[config.mk]
export PLATFORM = sky130hd
export DESIGN_NAME = wb_sequencer_flat
export DESIGN_NICKNAME = d
export VERILOG_FILES = /design/src/rtl/wb_sequencer_pkg.sv /design/src/rtl/wb_sequencer_if.sv /design/src/rtl/wb_sequencer_data_mux.sv /design/src/rtl/wb_sequencer.sv /design/src/flat_wrapper.sv
export SDC_FILE = /design/constraint.sdc
export NUM_CORES = 1
export LEC_CHECK = 0
export BUFFER_PORTS_ARGS = -buffer_cell sky130_fd_sc_hd__buf_2
export CAP_MARGIN = 25
export CORE_UTILIZATION = 25
export CTS_CLUSTER_SIZE = 28
export DETAILED_ROUTE_END_ITERATION = 16
export SETUP_SLACK_MARGIN = 0.1
export SYNTH_ARGS = -nofsm -noshare
export SYNTH_HDL_FRONTEND = slang
export SYNTH_HIERARCHICAL = 1
export SYNTH_SLANG_ARGS = --single-unit
[constraint.sdc]
create_clock -name clk -period 3.9 [get_ports clk]
set_input_delay 0.39 -clock clk [delete_from_list [all_inputs] [get_ports clk]]
set_output_delay 0.39 -clock clk [all_outputs]
set_load 0.02 [all_outputs]
[src/rtl/wb_sequencer_pkg.sv]
// Shared types and widths for the MEM->WB sequencer: FSM encoding, counter width, WB payload.
package wb_sequencer_pkg;

    localparam int unsigned DATA_W = 32;
    localparam int unsigned REG_AW = 5;
    localparam int unsigned CNT_W  = 8;

    typedef enum logic {
        S_IDLE = 1'b0,
        S_WAIT = 1'b1
    } seq_state_e;

    // Register-file write port payload as held in the WB register
    typedef struct packed {
        logic              we;
        logic [REG_AW-1:0] wa;
        logic [DATA_W-1:0] wdata;
        logic              memtoreg;
    } wb_pkt_t;

endpackage

[src/rtl/wb_sequencer_if.sv]
// MEM-stage inputs, data-memory handshake and register-file write port of the sequencer.
interface wb_sequencer_if;
    import wb_sequencer_pkg::*;

    logic              m_valid;
    logic              m_load;
    logic              m_store;
    logic              m_regwrite;
    logic [REG_AW-1:0] m_wa;
    logic [DATA_W-1:0] m_alu;
    logic              mem_ack;
    logic [DATA_W-1:0] mem_rdata;
    logic              mem_req;
    logic              mem_we;
    logic              stall;
    logic              wb_we;
    logic [REG_AW-1:0] wb_wa;
    logic [DATA_W-1:0] wb_wdata;
    logic              wb_memtoreg;
    logic              bus_err;

    modport slave (
        input  m_valid, m_load, m_store, m_regwrite, m_wa, m_alu, mem_ack, mem_rdata,
        output mem_req, mem_we, stall, wb_we, wb_wa, wb_wdata, wb_memtoreg, bus_err
    );

    modport master (
        output m_valid, m_load, m_store, m_regwrite, m_wa, m_alu, mem_ack, mem_rdata,
        input  mem_req, mem_we, stall, wb_we, wb_wa, wb_wdata, wb_memtoreg, bus_err
    );

endinterface

[src/rtl/wb_sequencer_data_mux.sv]
// Writeback data select: load data from memory, otherwise the ALU result.
module wb_data_mux
    import wb_sequencer_pkg::*;
(
    input  logic              sel_mem,
    input  logic [DATA_W-1:0] mem_data,
    input  logic [DATA_W-1:0] alu_data,
    output logic [DATA_W-1:0] wdata_c
);

    assign wdata_c = sel_mem ? mem_data : alu_data;

endmodule

[src/rtl/wb_sequencer.sv]
// MEM->WB sequencer: issues variable-latency memory accesses, stalls upstream while
// one is outstanding, and registers exactly one writeback per retiring instruction.
module wb_sequencer
    import wb_sequencer_pkg::*;
#(
    parameter int unsigned TIMEOUT = 16
)
(
    input  logic           clk,
    input  logic           rst_n,
    wb_sequencer_if.slave  bus
);

    seq_state_e        state, state_nxt;
    logic [CNT_W-1:0]  cnt, cnt_nxt;
    logic              active;
    logic              is_mem;
    logic              retire;
    logic              tmo;
    logic              req_c;
    logic              we_c;
    logic              stall_c;
    logic [DATA_W-1:0] wdata_c;
    wb_pkt_t           wb_q, wb_d;
    logic              bus_err_q;

    // Gating with rst_n keeps the handshake quiet while reset is held
    assign active = bus.m_valid & rst_n;
    assign is_mem = bus.m_load | bus.m_store;

    wb_data_mux u_data_mux (
        .sel_mem  (bus.m_load),
        .mem_data (bus.mem_rdata),
        .alu_data (bus.m_alu),
        .wdata_c  (wdata_c)
    );

    always_ff @(posedge clk or negedge rst_n) begin
        if (!rst_n) begin
            state <= S_IDLE;
            cnt   <= '0;
        end else begin
            state <= state_nxt;
            cnt   <= cnt_nxt;
        end
    end

    // cnt tracks the request cycle index: 0 is the IDLE issue cycle, WAIT starts at 1
    always_comb begin
        state_nxt = state;
        cnt_nxt   = '0;
        req_c     = 1'b0;
        we_c      = 1'b0;
        stall_c   = 1'b0;
        retire    = 1'b0;
        tmo       = 1'b0;
        unique case (state)
            S_IDLE: begin
                if (active && is_mem) begin
                    req_c = 1'b1;
                    we_c  = bus.m_store;
                    if (bus.mem_ack) begin
                        retire = 1'b1;
                    end else begin
                        stall_c   = 1'b1;
                        state_nxt = S_WAIT;
                        cnt_nxt   = CNT_W'(1);
                    end
                end else if (active) begin
                    retire = 1'b1;
                end
            end
            S_WAIT: begin
                req_c   = 1'b1;
                we_c    = bus.m_store;
                stall_c = 1'b1;
                cnt_nxt = cnt + CNT_W'(1);
                if (bus.mem_ack) begin
                    stall_c   = 1'b0;
                    retire    = 1'b1;
                    state_nxt = S_IDLE;
                    cnt_nxt   = '0;
                end else if (cnt == CNT_W'(TIMEOUT - 1)) begin
                    retire    = 1'b1;
                    tmo       = 1'b1;
                    state_nxt = S_IDLE;
                    cnt_nxt   = '0;
                end
            end
            default: begin
                state_nxt = S_IDLE;
            end
        endcase
    end

    // Stores and r0 destinations never produce a GPR write
    always_comb begin
        wb_d.we       = bus.m_regwrite & ~bus.m_store & (bus.m_wa != '0) & ~tmo;
        wb_d.wa       = bus.m_wa;
        wb_d.wdata    = wdata_c;
        wb_d.memtoreg = bus.m_load;
    end

    always_ff @(posedge clk or negedge rst_n) begin
        if (!rst_n) begin
            wb_q      <= '0;
            bus_err_q <= 1'b0;
        end else begin
            if (retire) begin
                wb_q <= wb_d;
            end else begin
                wb_q.we <= 1'b0;
            end
            if (tmo) begin
                bus_err_q <= 1'b1;
            end
        end
    end

    assign bus.mem_req     = req_c;
    assign bus.mem_we      = we_c;
    assign bus.stall       = stall_c;
    assign bus.wb_we       = wb_q.we;
    assign bus.wb_wa       = wb_q.wa;
    assign bus.wb_wdata    = wb_q.wdata;
    assign bus.wb_memtoreg = wb_q.memtoreg;
    assign bus.bus_err     = bus_err_q;

endmodule
[src/flat_wrapper.sv]
// flat-port wrapper written by rule: the top's interface ports become plain ports
module wb_sequencer_flat import wb_sequencer_pkg::*;
#(
    parameter int unsigned TIMEOUT = 16
)
  (clk, rst_n, bus_m_valid, bus_m_load, bus_m_store, bus_m_regwrite, bus_m_wa, bus_m_alu, bus_mem_ack, bus_mem_rdata, bus_mem_req, bus_mem_we, bus_stall, bus_wb_we, bus_wb_wa, bus_wb_wdata, bus_wb_memtoreg, bus_bus_err);
  wb_sequencer_if bus_i ();
  input  logic clk;
  input  logic rst_n;
  input wire logic [$bits(bus_i.m_valid)-1:0] bus_m_valid;
  input wire logic [$bits(bus_i.m_load)-1:0] bus_m_load;
  input wire logic [$bits(bus_i.m_store)-1:0] bus_m_store;
  input wire logic [$bits(bus_i.m_regwrite)-1:0] bus_m_regwrite;
  input wire logic [$bits(bus_i.m_wa)-1:0] bus_m_wa;
  input wire logic [$bits(bus_i.m_alu)-1:0] bus_m_alu;
  input wire logic [$bits(bus_i.mem_ack)-1:0] bus_mem_ack;
  input wire logic [$bits(bus_i.mem_rdata)-1:0] bus_mem_rdata;
  output wire logic [$bits(bus_i.mem_req)-1:0] bus_mem_req;
  output wire logic [$bits(bus_i.mem_we)-1:0] bus_mem_we;
  output wire logic [$bits(bus_i.stall)-1:0] bus_stall;
  output wire logic [$bits(bus_i.wb_we)-1:0] bus_wb_we;
  output wire logic [$bits(bus_i.wb_wa)-1:0] bus_wb_wa;
  output wire logic [$bits(bus_i.wb_wdata)-1:0] bus_wb_wdata;
  output wire logic [$bits(bus_i.wb_memtoreg)-1:0] bus_wb_memtoreg;
  output wire logic [$bits(bus_i.bus_err)-1:0] bus_bus_err;
  assign bus_i.m_valid = bus_m_valid;
  assign bus_i.m_load = bus_m_load;
  assign bus_i.m_store = bus_m_store;
  assign bus_i.m_regwrite = bus_m_regwrite;
  assign bus_i.m_wa = bus_m_wa;
  assign bus_i.m_alu = bus_m_alu;
  assign bus_i.mem_ack = bus_mem_ack;
  assign bus_i.mem_rdata = bus_mem_rdata;
  assign bus_mem_req = bus_i.mem_req;
  assign bus_mem_we = bus_i.mem_we;
  assign bus_stall = bus_i.stall;
  assign bus_wb_we = bus_i.wb_we;
  assign bus_wb_wa = bus_i.wb_wa;
  assign bus_wb_wdata = bus_i.wb_wdata;
  assign bus_wb_memtoreg = bus_i.wb_memtoreg;
  assign bus_bus_err = bus_i.bus_err;
  wb_sequencer #(.TIMEOUT(TIMEOUT)) u_core (.clk(clk), .rst_n(rst_n), .bus(bus_i));
endmodule
======== Word level (Yosys, flattened, before mapping) ========
Cells that the tools add are included.
storage, ports and cells
  flip-flop bits (word level) ............. 49
  input bits .............................. 76
  output and inout port bits .............. 43
operators by class
  add/subtract/negate cells ............... 1
  equal/unequal tests ..................... 1
  mux-type cells .......................... 25
  bitwise operators ....................... 8
  reduce and logical (&&, ||, !) cells .... 2
operators by type and width
  kind                                                                    count
  32-bit two-way mux                                                      1
  8-bit two-way mux                                                       3
  8-bit case mux with 2 select lines                                      1
  1-bit two-way mux                                                       15
  1-bit case mux with 2 select lines                                      5
  8-bit by 1-bit adder with 8-bit output (second input constant)          1
  8-bit by 4-bit equality test with 1-bit output (second input constant)  1
  5-bit nonzero test                                                      1
  1-bit bitwise AND                                                       4
  1-bit NOT                                                               3
  1-bit logical AND                                                       1
  1-bit OR                                                                1

======== Depth between registers and ports, before layout ========
Gate-level depths: netlist of run 1.
  depth in word-level cells ............... 7
  gate-level depth with buffers ........... 7
  depth with buffers taken out ............ 5

======== By module ========
Netlist of run 1, hierarchy kept.
by module, submodules not included
  module        times used  cells each  area each (um2)  seq. area each (um2)
  wb_sequencer  1           134         2069.5           1226.2
  wb_data_mux   1           36          544.3            0.0

======== Least setup slack after synthesis of run 1 ========
No wires, ideal clock.
  path kind ............................... input -> register
  start ................................... in bus_m_load
  end ..................................... reg u_core.wb_q (netlist bit u_core/bus.wb_memtoreg)
  library setup time ...................... 0.125 ns
  arrival time ............................ 1.616 ns
  data required time ...................... 3.775 ns
  setup slack ............................. 2.159 ns
  cell stages on the path ................. 6
  path buffers ............................ 2
  path through ............................ or2_2 > a21oi_1 > a21boi_2 > buf_6 > buf_12 > mux2_4
on the way
  word-level cells in the longest chain between the ends .. 4
ends and longest elaborated chain
  what                                RTL line             source
  from (decl)                         flat_wrapper.sv:11   input wire logic [$bits(bus_i.m_load)-1:0] bus_m_load;
  1-bit OR                            wb_sequencer.sv:29   assign is_mem = bus.m_load | bus.m_store;
  1-bit logical AND                   wb_sequencer.sv:59   if (active && is_mem) begin
  1-bit two-way mux                   wb_sequencer.sv:59
  1-bit case mux with 2 select lines  wb_sequencer.sv:57   unique case (state)
  to (signal assigned)                wb_sequencer.sv:110  wb_q <= wb_d;
  to (decl)                           wb_sequencer.sv:24   wb_pkt_t wb_q, wb_d;
Several ways; a longest one is shown, not always the timed one.
A chain may end at the register's enable or synchronous reset.

======== Final worst setup path of run 1 ========
  start ................................... reg u_core.cnt[0]
  end ..................................... reg u_core.wb_q (netlist bit u_core/bus.wb_wdata[15])
on the way
  word-level cells in the longest chain between the ends .. 4
ends and longest elaborated chain
  what                                            RTL line            source
  from (decl)                                     wb_sequencer.sv:15  logic [CNT_W-1:0] cnt, cnt_nxt;
  from (signal assigned)                          wb_sequencer.sv:44  cnt <= cnt_nxt;
  8-bit by 4-bit equality test with 1-bit output  wb_sequencer.sv:83  end else if (cnt == CNT_W'(TIMEOUT - 1)) begin
  1-bit two-way mux                               wb_sequencer.sv:83
  1-bit two-way mux                               wb_sequencer.sv:78  if (bus.mem_ack) begin
  1-bit case mux with 2 select lines              wb_sequencer.sv:57
Every way passes these cells.

==> flow_summary.json, run 1 <==
{
  "crit_type": "register to register",
  "via_count": 1794,
  "synth_nets": 247,
  "fp.dieH_um": 104,
  "vdd_ir_drop_max_uv": 184,
  "seq_area_frac_synth_pct": 46.9,
  "htree_levels": 2,
  "swShare_pct": 31.9,
  "syn_inst": 170,
  "avgRoutedWirePerCell_um": 12.5,
  "synth_ff_type": "dfrtp_1",
  "min_path_type": "input pin to asynchronous set/reset pin",
  "internal-power_mw": 1.04,
  "std_cell_rows": 36,
  "fin_crit_sh_pct": 49.7,
  "fp.dieArea_um2": 10900,
  "synth_common_cells": "mux2_4, dfrtp_1, mux2_2, nor2_1, buf_12",
  "fin_ws_ns": 1.96,
  "initial_core_util_pct": 26.3,
  "muxShareOfSynthArea_pct": 37.3,
  "vias_per_cell": 4.22,
  "die_w_um": 104,
  "design_area_um2": 3380,
  "hpwl_um": 3910,
  "layout_min_cycle_time_ns": 1.94,
  "placed_area_um2": 3280,
  "critical_path.endpoint_type": "register",
  "clockRootBuffer": "clkbuf_8",
  "ctsResizeCount": 0,
  "grt_use_total_pct": 10.0,
  "async_reset_ff_share_pct": 100,
  "numPortBuffers": 118,
  "synth_compound_area_share_pct": 2.78,
  "synthSimpleGateAreaFrac_pct": 6.18,
  "tightest_slew_ns": 0.645,
  "yosys.area_share.adder_pct": 0.479,
  "netSwitchingPower_uw": 490,
  "crit_fanout": 19,
  "yosys_warnings": 6,
  "wl_um": 5290,
  "maxCapViolations": 0,
  "total_power_mw": 1.53,
  "clock_latency_ns": 0.29,
  "leakagePower_nw": 1.72,
  "synth.cell_area_um2": 2610,
  "yosys.area.top_type": "dfrtp_1",
  "num-nets-final": 368,
  "place_congestion": 0.753,
  "antenna_found_initial": 0,
  "cts_hold_buf": 0,
  "setup_tns_ns": 0,
  "clock_path_buffers": 2,
  "yosys.cell_count.top_type": "mux2_4",
  "antenna_cells": 0,
  "finalHoldViolations": 0,
  "whs_ns": 0.219,
  "clock_skew_ns": 0.00378,
  "synth_seq_cells": 49,
  "pwr-share-comb_pct": 35.0,
  "rsz0062_at_grt": "false",
  "ys_types": 30,
  "grt_pass1_wl_um": 8740,
  "max-slew-margin-rel_pct": 57.0,
  "syn_to_final_growth_pct": 29.3,
  "coreArea_um2": 9950,
  "first_global_vias": 1843,
  "worstPathRequired_ns": 4.08,
  "clk_pin_slew_ns": 0.09,
  "seqPwrFrac_pct": 44.0,
  "syn_area_per_cell_um2": 15.4,
  "synthTopCellsByArea": "dfrtp_1, mux2_4, mux2_2",
  "arrival_ns": 2.12,
  "power_per_cell_area_nw_per_um2": 454,
  "clock.fmax_mhz": 515,
  "drt_pass1_iterations": 3,
  "drtIter0Drc": 22,
  "drive_above_1_share_pct": 70.2,
  "post_cts_buffers": 0,
  "finalSetupViolCount": 0,
  "yosys.area.top_type_share_pct": 46.9,
  "grt_max_degree": 52,
  "grt_overflow": 0,
  "tritoncts": "done",
  "status": "complete, no violations",
  "critPathLaunchType": "register",
  "synth_xor_area_share_pct": 1.34,
  "synth_top_family_by_area": "multiplexers",
  "numCtsBuffers": 5,
  "pin_count": 119,
  "antenna_left": 0,
  "cts_sinks": 49,
  "synth_edf_count": 0,
  "clkPwrFrac_pct": 21.0,
  "pre_cts_ws_ns": 1.77,
  "drc": 0,
  "drv_slew": 0
}
==> kinds of logic after synthesis <==
logic type      after synthesis
fa+ha+maj                     1
simple gates                 27
compound gates               11
flops                        49
mux                          70
xor+xnor                      4
buf+inv                       8
==> worst max-delay path: stages, from the launching register on <==
cell      delay [ns]
dfrtp_1         0.40
ha_1            0.24
and3_1          0.22
nand2_2         0.10
a21boi_4        0.17
buf_4           0.31
mux2_2          0.38
==> layout make-up <==
cell class                 instances  area [um^2]
fill                            1011         6580
multi-input combinational        113         1260
clock inverter                     1         5.00
timing repair buffer             122          621
sequential                        49         1230
tap                              133          166
clock buffer                       7         96.3
==> metal layers <==
| layer | routed length, um | GRT usage [%] |
|---|---|---|
| met4 | 40 | 2.76 |
| met1 | 2480 | 13.0 |
| met2 | 2460 | 16.3 |
| met3 | 310 | 2.76 |
| met5 | 0 | 0 |
==> final timing paths <==
path                            cells after the start                       to  slack [ns]               start
worst min-delay path                                2            u_core/cnt[7]        0.22               rst_n
max in group asynchronous                           2  u_core/bus.wb_wdata[19]        3.26               rst_n
min in group clk                                    2         u_core/bus.wb_we        0.31         bus_m_store
worst max-delay path                                6  u_core/bus.wb_wdata[15]        1.96       u_core/cnt[0]
worst min register to register                      1       u_core/bus.bus_err        0.49  u_core/bus.bus_err
worst max register to register                      6  u_core/bus.wb_wdata[15]        1.96       u_core/cnt[0]
==> through the flow <==
step	utilization (%)	std cells
after floorplan	-	170
after CTS	33.9	425
after detailed placement	32.9	417
final	33.9	425
after global routing	33.9	425
after global placement	32.9	417
==> flip-flops by register name, indices dropped and copies added (netlist names) <==
register                count
u_core/cnt                  8
u_core/bus.wb_wdata        32
u_core/state                1
u_core/bus.wb_memtoreg      1
u_core/bus.bus_err          1
u_core/bus.wb_wa            5
u_core/bus.wb_we            1
==> placed cells by master, fill, tap and decap left out, types with 2 or more instances in the layout <==
| cell | n |
|---|---|
| buf_4 | 4 |
| nor2_1 | 6 |
| nand3_1 | 4 |
| nand2_1 | 2 |
| mux2_2 | 20 |
| and3_1 | 3 |
| nor2b_1 | 3 |
| mux2_4 | 50 |
| xor2_1 | 3 |
| o21ai_0 | 3 |
| a21oi_1 | 3 |
| dfrtp_1 | 49 |
| clkbuf_8 | 7 |
| buf_2 | 118 |
==> power by group through the flow <==
stage | registers (mW) | clock network, mW | logic (mW)
after floorplan | 0.814 | 0 | 0.232
after global placement | 0.685 | 0 | 0.537
after detailed placement | 0.682 | 0 | 0.544
after CTS | 0.676 | 0.345 | 0.545
after global routing | 0.689 | 0.367 | 0.572
final | 0.674 | 0.322 | 0.537
(Power assumes the default switching activity.)
==> inputs of run 2 (changes only) <==
--- a/config.mk
+++ b/config.mk
@@ -5,6 +5,7 @@
 export SDC_FILE = /design/constraint.sdc
 export NUM_CORES = 1
 export LEC_CHECK = 0
+export ABC_AREA = 1
 export BUFFER_PORTS_ARGS = -buffer_cell sky130_fd_sc_hd__buf_2
 export CAP_MARGIN = 25
 export CORE_UTILIZATION = 25
==> constraint.sdc (replaced) <==
create_clock -name clk -period 1.7 [get_ports clk]
set_input_delay 0.17 -clock clk [delete_from_list [all_inputs] [get_ports clk]]
set_output_delay 0.17 -clock clk [all_outputs]
set_load 0.02 [all_outputs]
==> run 2 against run 1 <==
Against the previous run: the run now ends with hold timing left; clock skew is 0.0026 ns higher; critical endpoint is now bus_stall; register-to-register slack worse by 1.7 ns; die area is 2.0% lower; setup slack worse by 1.8 ns; non-clock buffer count is 4 higher; cell count is 39% higher; sequential share of layout area is 0.49 points higher; largest power group unchanged.
==> flow_summary.json, run 2 <==
{
  "coreArea_um2": 9860,
  "crit_type": "register to output pin",
  "grt_use_total_pct": 12.8,
  "num-nets-final": 534,
  "synth_common_cells": "nand2_1, dfrtp_1, nand3_1, nor2_1, nand2_2",
  "worstPathRequired_ns": 1.53,
  "netSwitchingPower_mw": 1.15,
  "numPortBuffers": 118,
  "reg2reg_to": "u_core/bus.wb_wa[0]",
  "design_area_um2": 3330,
  "largest_register_ffs": 32,
  "seq_area_frac_synth_pct": 47.9,
  "r2r_cells": 6,
  "final_cell_mix": "nand2_1, buf_2, dfrtp_1",
  "synth_nets": 420,
  "rsz0062_at_grt": "false",
  "drtIter0Drc": 75,
  "antenna_left": 0,
  "drt_pass1_iterations": 4,
  "drv_slew": 0,
  "layout_min_cycle_time_ns": 1.49,
  "crit_fanout": 3,
  "hpwl_um": 4840,
  "leakagePower_nw": 1.95,
  "syn_to_final_growth_pct": 30.3,
  "placed_area_um2": 3220,
  "stdcell_count": 590,
  "std_cell_rows": 36,
  "syn_inst": 343,
  "wl_um": 6790,
  "whs_ns": -0.00913,
  "finalSetupViolCount": 0,
  "drc": 0,
  "max-slew-margin-rel_pct": 58.7,
  "clock_path_buffers": 2,
  "fin_util_pct": 33.8,
  "critical_path.endpoint_type": "output pin",
  "avgRoutedWirePerCell_um": 11.5,
  "cts_hold_buf": 0,
  "rr_startpoint": "u_core/cnt[0]",
  "antenna_found_initial": 0,
  "drive_above_1_share_pct": 32.6,
  "htree_levels": 2,
  "clkPwrFrac_pct": 21.4,
  "numCtsBuffers": 5,
  "power_per_cell_area_nw_per_um2": 963,
  "syn_area_per_cell_um2": 7.46,
  "synth_seq_cells": 49,
  "grt_pass1_wl_um": 10600,
  "fp.dieH_um": 103,
  "synth_edf_count": 0,
  "clock.fmax_mhz": 670,
  "critPathLaunchType": "register",
  "ys_types": 23,
  "grt_max_degree": 50,
  "mostFrequentLayoutCell": "nand2_1",
  "place_congestion": 0.800,
  "status": "complete, but fails checks",
  "tritoncts": "done",
  "yosys.area.top_type_share_pct": 47.9,
  "clock_skew_ns": 0.00642,
  "maxCapViolations": 0,
  "finalHoldViolations": 6,
  "die_w_um": 103,
  "vdd_ir_drop_max_uv": 294,
  "r2r_slack_ns": 0.28,
  "tightest_slew_ns": 0.620,
  "clk_pin_slew_ns": 0.09,
  "placed_cells": 581,
  "first_global_vias": 2249,
  "seqPwrFrac_pct": 46.5,
  "swShare_pct": 35.7,
  "setup_tns_ns": 0,
  "initial_core_util_pct": 26.0,
  "fp.dieArea_um2": 10600,
  "cts_sinks": 49,
  "total_power_mw": 3.21,
  "synthTopCellsByArea": "dfrtp_1, nand2_1, nand3_1",
  "yosys.cell_count.top_type": "nand2_1",
  "min_path_type": "input pin to asynchronous set/reset pin",
  "fin_crit_sh_pct": 87.8,
  "synth.cell_area_um2": 2560,
  "clock_latency_ns": 0.29,
  "yosys_warnings": 6,
  "clockRootBuffer": "clkbuf_8",
  "pin_count": 119,
  "antenna_cells": 0,
  "violations": "hold timing",
  "pwr-share-comb_pct": 32.1,
  "arrival_ns": 1.32,
  "internal-power_mw": 2.06,
  "via_count": 2543,
  "synth_ff_type": "dfrtp_1",
  "async_reset_ff_share_pct": 100,
  "grt_overflow": 0,
  "vias_per_cell": 4.31,
  "yosys.area.top_type": "dfrtp_1"
}
run 2: cell families after synthesis:
kind of cell,synth area share (%)
AOI/OAI and AO/OA,2.20
buffers and inverters,8.06
xor gates and xnor gates,0.342
and+or+nand+nor,41.0
adders and majority gates,0.489
DFF,47.9
run 2: layout make-up:
class / instances / area (um^2)
Timing Repair Buffer: 126 / 667
Multi-Input combinational cell: 264 / 1140
Fill cell: 1069 / 6530
Inverter: 11 / 48.8
Sequential cell: 49 / 1230
Tap cell: 133 / 166
Clock buffer: 7 / 86.3
run 2: per-stage QoR:
stage / hold slack, ns / setup WS (ns)
floorplan: -0.126 / 0.258
global placement: 0.349 / 0.183
detailed placement: 0.358 / 0.142
CTS: 0.0242 / 0.115
global route: 0.0445 / 0.107
finish: -0.00913 / 0.208
run 2: how the worst max path moves through the flow:
stage / cells past startpoint / endpoint / from / slack [ns]
finish: 6 / bus_stall / u_core/state / 0.21
floorplan: 8 / u_core/bus.wb_memtoreg / u_core/cnt[0] / 0.26
CTS: 6 / bus_stall / u_core/state / 0.12
detailed placement: 7 / u_core/bus.wb_wdata[13] / u_core/state / 0.14
global placement: 7 / u_core/bus.wb_wdata[20] / u_core/state / 0.18
global route: 6 / bus_stall / u_core/state / 0.11
run 2: layer usage:
| layer | track usage (%) | wire length, um | up-vias |
|---|---|---|---|
| li1 | - | - | 1291 |
| met1 | 16.4 | 3100 | 1165 |
| met2 | 21.6 | 3210 | 79 |
| met3 | 2.89 | 391 | 8 |
| met4 | 3.68 | 93 | 0 |
| met5 | 0 | 0 | - |
run 2: power groups by stage:
| stage | clock [mW] | combinational (mW) | sequential (mW) |
|---|---|---|---|
| after global placement | 0 | 1.02 | 1.52 |
| after CTS | 0.730 | 1.04 | 1.50 |
| after floorplan | 0 | 0.363 | 1.77 |
| after detailed placement | 0 | 1.04 | 1.52 |
| after global routing | 0.758 | 1.15 | 1.53 |
| final | 0.686 | 1.03 | 1.49 |
run 2: worst max-delay path, cell delays in order, from the launching register on:
cell and delay (ns):
dfrtp_1 0.41, inv_2 0.07, nand2_1 0.09, nor2_4 0.13
nand2_1 0.11, nand2_1 0.07, buf_2 0.16
run 2: timing repair:
action / in CTS / in global routing
gates resized for setup: 0 / 3
setup buffers: 0 / 2
endpoints found under the hold margin: 0 / 0
setup endpoints to repair: 0 / 38
